[src/rtl/cdb_arbiter.sv]
// Round-robin arbiter sharing the two common data buses between NUM_REQ result
// producers. Outputs are registered; each bus idles for one cycle after a broadcast.
module cdb_arbiter #(
  parameter int unsigned NUM_REQ = 4,
  parameter int unsigned TAG_W   = 6,
  parameter int unsigned DATA_W  = 32
) (
  input  logic                      clk,
  input  logic                      rst,
  input  logic                      resetAll,
  input  logic [NUM_REQ-1:0]        req,
  input  logic [NUM_REQ*TAG_W-1:0]  reqRob,
  input  logic [NUM_REQ*DATA_W-1:0] reqData,
  output logic [NUM_REQ-1:0]        grant,
  output logic                      CDBisCast1,
  output logic [TAG_W-1:0]          CDBrobNum1,
  output logic [DATA_W-1:0]         CDBdata1,
  output logic                      CDBisCast2,
  output logic [TAG_W-1:0]          CDBrobNum2,
  output logic [DATA_W-1:0]         CDBdata2,
  output logic [7:0]                dropCount
);

  localparam int unsigned PTR_W = (NUM_REQ > 1) ? $clog2(NUM_REQ) : 1;
  localparam int unsigned SUM_W = PTR_W + 1;
  localparam logic [TAG_W-1:0] NO_ROB = TAG_W'(16);

  // (base + k) mod NUM_REQ for k < NUM_REQ
  function automatic logic [PTR_W-1:0] wrap_idx(input logic [PTR_W-1:0] base,
                                                 input int unsigned     k);
    logic [SUM_W-1:0] sum;
    sum = {1'b0, base} + SUM_W'(k);
    if (sum >= SUM_W'(NUM_REQ)) begin
      sum = sum - SUM_W'(NUM_REQ);
    end
    return sum[PTR_W-1:0];
  endfunction

  logic [TAG_W-1:0]   rob_arr  [NUM_REQ];
  logic [DATA_W-1:0]  data_arr [NUM_REQ];
  logic [NUM_REQ-1:0] elig;
  logic [PTR_W-1:0]   ptr;
  logic [PTR_W-1:0]   ptr_d;
  logic [PTR_W-1:0]   idx;
  logic [NUM_REQ-1:0] grant_d;
  logic               cast1_d;
  logic               cast2_d;
  logic [TAG_W-1:0]   rob1_d;
  logic [TAG_W-1:0]   rob2_d;
  logic [DATA_W-1:0]  data1_d;
  logic [DATA_W-1:0]  data2_d;
  logic [1:0]         drops;
  logic               first_taken;
  logic               second_taken;
  logic [8:0]         drop_sum;
  logic [7:0]         drop_d;

  always_comb begin
    for (int unsigned i = 0; i < NUM_REQ; i++) begin
      rob_arr[i]  = reqRob[i*TAG_W +: TAG_W];
      data_arr[i] = reqData[i*DATA_W +: DATA_W];
    end
  end

  // A result granted this cycle is consumed at the coming edge, so mask it.
  assign elig = req & ~grant;

  // Rotating scan: first eligible takes a free bus (CDB1 first); a second
  // eligible takes CDB2 only when both buses are free.
  always_comb begin
    grant_d      = '0;
    cast1_d      = 1'b0;
    cast2_d      = 1'b0;
    rob1_d       = CDBrobNum1;
    rob2_d       = CDBrobNum2;
    data1_d      = CDBdata1;
    data2_d      = CDBdata2;
    ptr_d        = ptr;
    drops        = 2'd0;
    first_taken  = 1'b0;
    second_taken = 1'b0;
    idx          = '0;
    if (!resetAll) begin
      for (int unsigned k = 0; k < NUM_REQ; k++) begin
        idx = wrap_idx(ptr, k);
        if (elig[idx] && !second_taken) begin
          if (!first_taken && (!CDBisCast1 || !CDBisCast2)) begin
            first_taken  = 1'b1;
            grant_d[idx] = 1'b1;
            ptr_d        = wrap_idx(idx, 32'd1);
            if (rob_arr[idx] >= NO_ROB) begin
              drops = drops + 2'd1;
            end else if (!CDBisCast1) begin
              cast1_d = 1'b1;
              rob1_d  = rob_arr[idx];
              data1_d = data_arr[idx];
            end else begin
              cast2_d = 1'b1;
              rob2_d  = rob_arr[idx];
              data2_d = data_arr[idx];
            end
          end else if (first_taken && !CDBisCast1 && !CDBisCast2) begin
            second_taken = 1'b1;
            grant_d[idx] = 1'b1;
            ptr_d        = wrap_idx(idx, 32'd1);
            if (rob_arr[idx] >= NO_ROB) begin
              drops = drops + 2'd1;
            end else begin
              cast2_d = 1'b1;
              rob2_d  = rob_arr[idx];
              data2_d = data_arr[idx];
            end
          end
        end
      end
    end
  end

  // Saturating drop counter.
  always_comb begin
    drop_sum = {1'b0, dropCount} + 9'(drops);
    drop_d   = drop_sum[8] ? 8'hFF : drop_sum[7:0];
  end

  always_ff @(posedge clk) begin
    if (rst) begin
      grant      <= '0;
      CDBisCast1 <= 1'b0;
      CDBrobNum1 <= NO_ROB;
      CDBdata1   <= '0;
      CDBisCast2 <= 1'b0;
      CDBrobNum2 <= NO_ROB;
      CDBdata2   <= '0;
      dropCount  <= 8'd0;
      ptr        <= '0;
    end else begin
      grant      <= grant_d;
      CDBisCast1 <= cast1_d;
      CDBrobNum1 <= rob1_d;
      CDBdata1   <= data1_d;
      CDBisCast2 <= cast2_d;
      CDBrobNum2 <= rob2_d;
      CDBdata2   <= data2_d;
      dropCount  <= drop_d;
      ptr        <= ptr_d;
    end
  end

endmodule

[config.mk]
export PLATFORM = sky130hd
export DESIGN_NAME = cdb_arbiter
export DESIGN_NICKNAME = d
export VERILOG_FILES = /design/src/rtl/cdb_arbiter.sv
export SDC_FILE = /design/constraint.sdc
export NUM_CORES = 1
export LEC_CHECK = 0
export ABC_AREA = 1
export BUFFER_PORTS_ARGS = -buffer_cell sky130_fd_sc_hd__buf_2
export CELL_PAD_IN_SITES_DETAIL_PLACEMENT = 0
export CELL_PAD_IN_SITES_GLOBAL_PLACEMENT = 1
export CORE_MARGIN = 2
export CORE_UTILIZATION = 39
export DETAILED_ROUTE_END_ITERATION = 16
export GPL_ROUTABILITY_DRIVEN = 0
export PLACE_DENSITY = 0.91
export SLEW_MARGIN = 10
export SYNTH_ARGS = -nofsm -noshare
export SYNTH_HDL_FRONTEND = slang
export SYNTH_SLANG_ARGS = --single-unit
[constraint.sdc]
create_clock -name clk -period 10.15 [get_ports clk]
set_input_delay 2.03 -clock clk [delete_from_list [all_inputs] [get_ports clk]]
set_output_delay 2.03 -clock clk [all_outputs]
set_load 0.005 [all_outputs]
==> reports/qor.csv <==
stage,metric,value,unit
finish,register area,1850,um2
detailed_routing,Avg WL per Cell,16.8,um
sta,worst-margin pin slew,1.18,ns
synth,Synth async-reset ratio,0,%
clock_tree,hold-fix buffers at CTS,0,
setup_path,WP data arrival,6.24,ns
floorplanning,initial core utilization,39.5,%
floorplanning,row cnt,61,
sta,post-route minimum period,5.94,ns
pwr,LEAKAGE,6.63,nW
setup_path,reg-to-reg startpoint,ptr[0],
setup_path,CP bufs+invs,6,
finish,Final Cell Area,12400,um2
setup_path,Critical Path RT,10.45,ns
grt,largest net degree at the start of global routing,114,
finish,layout cells sized above 1,14.9,%
setup_path,Setup crit end kind,flip-flop,
setup_path,FF-to-FF setup slack,4.61,ns
synth,"Seq/Total Area, Yosys",16.8,%
clock_tree,setup bufs post-CTS,0,
sta,count of final setup violators,0,
clock_tree,htree depth,3,
sta,f_max,168,MHz
sta,post-route setup TNS,0,ns
min_path,Worst Hold Launch,CDBdata1[29],
setup_path,kind of cell adding the most delay to the critical path,simple AND/OR/NAND/NOR gates,
pwr,worst vdd ir,255,uV
clock_tree,post_cts resized,0,
synth,Synth top area share,27.4,%
floorplanning,Die Ht,171,um
setup_path,CP max FO,73,
synth,post-synth cell types,40,
sta,Relative slew margins,21.4,%
synth,Post-Syn Area,10900,um2
job,max cap viols,0,
setup_path,CP most frequent cell,nand2_1,
floorplanning,I/O Pins,249,
clock_tree,Clock Tree Root,clkbuf_16,
setup_path,path depth of the worst reg2reg path,28,
clock_tree,total CTS buffers,9,
setup_path,"Slowest-stage cell, CP",buf_4,
sta,final slew viol count,0,
synth,Syn Inst Count,2093,
sta,worst hold slack,0.469,ns
synth,Syn. warnings,0,
setup_path,CP Class,in -> reg,
synth,Mapped Nets,2260,
finish,Non-Filler Instances,2600,
setup_path,crit start category,input port,
grt,vias in the first global route,13100,
min_path,Hold Path Sink,CDBdata1[29],
min_path,hold path depth,2,
detailed_routing,Detailed Routing Iterations Pass 1,6,
detailed_routing,drt drc,0,
sta,crit share post-route,58.5,%
clock_tree,clock slew at reported path FFs,0.07,ns
floorplanning,Die Footprint,29400,um2
min_path,worst min-delay path category,reg -> reg,
grt,Total GRT Usage,29.2,%
synth,Post-synth EDFFs,0,
grt,initial antenna violation count,1,
synth,"flops & latches, synth",92,
synth,ranking of synthesized cells by area,"nand2_1 (27%), dfxtp_1 (17%), o21ai_0 (13%), nand3_1 (12%), inv_1 (6.8%)",
detailed_routing,post-route ant nets,0,
floorplanning,core area,27700,um2
clock_tree,CTS Buffer Depth,2,
grt,total grt overflow,0,
sta,unrepaired setup endpoints after global routing,no,
floorplanning,die width,171,um
placed_design,PortBufs,248,
synth,Synth Area per Inst,5.22,um2
synth,top_reg_cell synth,dfxtp_1,
placed_design,placed cell count,2584,
detailed_routing,Post-Route WL,43700,um
finish,Filler Cells Inserted,3019,
placed_design,"Cell Area, Placed",12200,um2
clock_tree,clk_lat worst skew,0.37,ns
outcome,outcome,finished clean,
synth,leading area contributor after synthesis,nand2_1,
detailed_routing,DRT iter0 DRCs,1389,
placed_design,detailed-placement wirelength estimate,27900,um
finish,"leading cell type in the layout, fill and taps excluded",nand2_1,
setup_path,"slowest stage delay, CP",0.66,ns
sta,Max Clock Skew,0.0159,ns
sta,Final Hold Fails,0,
setup_path,Worst R2R End,dropCount[7],
clock_tree,CTS sink cnt,92,
detailed_routing,Vias,14200,
grt,wire length of the first global-routing pass,68100,um
finish,NumNets Final,2384,
finish,most frequent cells in the layout,"nand2_1 (799), o21ai_0 (283), nand3_1 (256)",
finish,area occupied by multi-input gates,7670,um2
finish,Area growth syn-to-layout,13.7,%
pwr,Cell Pwr Density,303,nW/um2
finish,Ant. Diodes,0,
detailed_routing,DR vias/cell,5.48,
clock_tree,CTS tree,yes,
cell families after synthesis:
| logic type | after synthesis | synth area share (%) |
|---|---|---|
| multiplexers | 33 | 3.02 |
| adder cells (fa/ha/maj) | 8 | 0.984 |
| AND/OR/NAND/NOR | 1240 | 48.5 |
| AO/OA/AOI/OAI | 357 | 17.0 |
| buffers and inverters | 360 | 13.5 |
| XOR/XNOR | 3 | 0.240 |
| flip-flops | 92 | 16.8 |
synthesized netlist by cell type (2+ instances only):
cell,number
nand2_1,799
o21ai_0,283
nand3_1,258
inv_1,197
dfxtp_1,92
clkbuf_1,76
nand4_1,73
nor2_1,70
buf_2,61
a21oi_1,33
mux2i_1,33
o21ai_1,18
or2_0,11
buf_1,10
o211ai_1,10
or2_2,9
inv_2,8
ha_1,7
buf_6,5
nand3_2,5
nand2_2,4
nor2_2,4
o21ai_2,4
nor2_4,3
a31oi_1,2
buf_4,2
o21a_1,2
xor2_1,2
area by class of cell:
class / instances / share of cell area [%]
multi-input cells: 1641 / 61.7
flip-flops and latches: 92 / 14.9
repair buffers: 267 / 11.1
inverters: 206 / 6.24
well taps: 378 / 3.80
clock buffers: 10 / 1.84
clock inverters: 6 / 0.403
worst max path at each step:
stage / from / endpoint / depth (start not counted)
2_1_floorplan: req[3] / dropCount[7] / 25
3_3_place_gp: req[0] / dropCount[7] / 27
3_5_place_dp: req[2] / dropCount[7] / 27
4_1_cts: req[2] / dropCount[7] / 27
5_1_grt: req[0] / dropCount[7] / 27
6_report: req[2] / dropCount[7] / 27
worst min-delay path, cell delays in order (launching register included):
cell and delay [ns]:
dfxtp_1 0.32, nand2_1 0.06, nand2_1 0.04
where the power goes:
group / internal [W] / leakage, nW / switching, W
clock network: 0.000169 / 0.135 / 0.000173
logic: 0.000861 / 5.74 / 0.00193
registers: 0.000490 / 0.754 / 0.000148
total: 0.00152 / 6.63 / 0.00225
metrics by stage:
stage	setup WS [ns]	util (%)	total power [W]
final	4.21	44.9	0.00377
after global routing	3.64	44.9	0.00414
after CTS	4.28	44.9	0.00371
after detailed placement	3.93	43.9	0.00336
after global placement	4.08	43.9	0.00331
after floorplan	5.19	-	0.00260
routing by layer:
layer / vias up / global-route usage, % / share of wire [%]
met5: - / 0 / 0.030
met4: 2 / 14.0 / 4.1
met1: 6285 / 36.9 / 42
met3: 140 / 5.55 / 10
met2: 793 / 47.8 / 44
li1: 7023 / - / -
registers in the layout (all words and copies together), names as in the netlist:
| signal | count |
|---|---|
| CDBdata1 | 32 |
| CDBdata2 | 32 |
| CDBisCast1 | 1 |
| CDBisCast2 | 1 |
| CDBrobNum1 | 6 |
| CDBrobNum2 | 6 |
| dropCount | 8 |
| grant | 4 |
| ptr | 2 |
No activity file was read; power rests on OpenSTA's default activity.
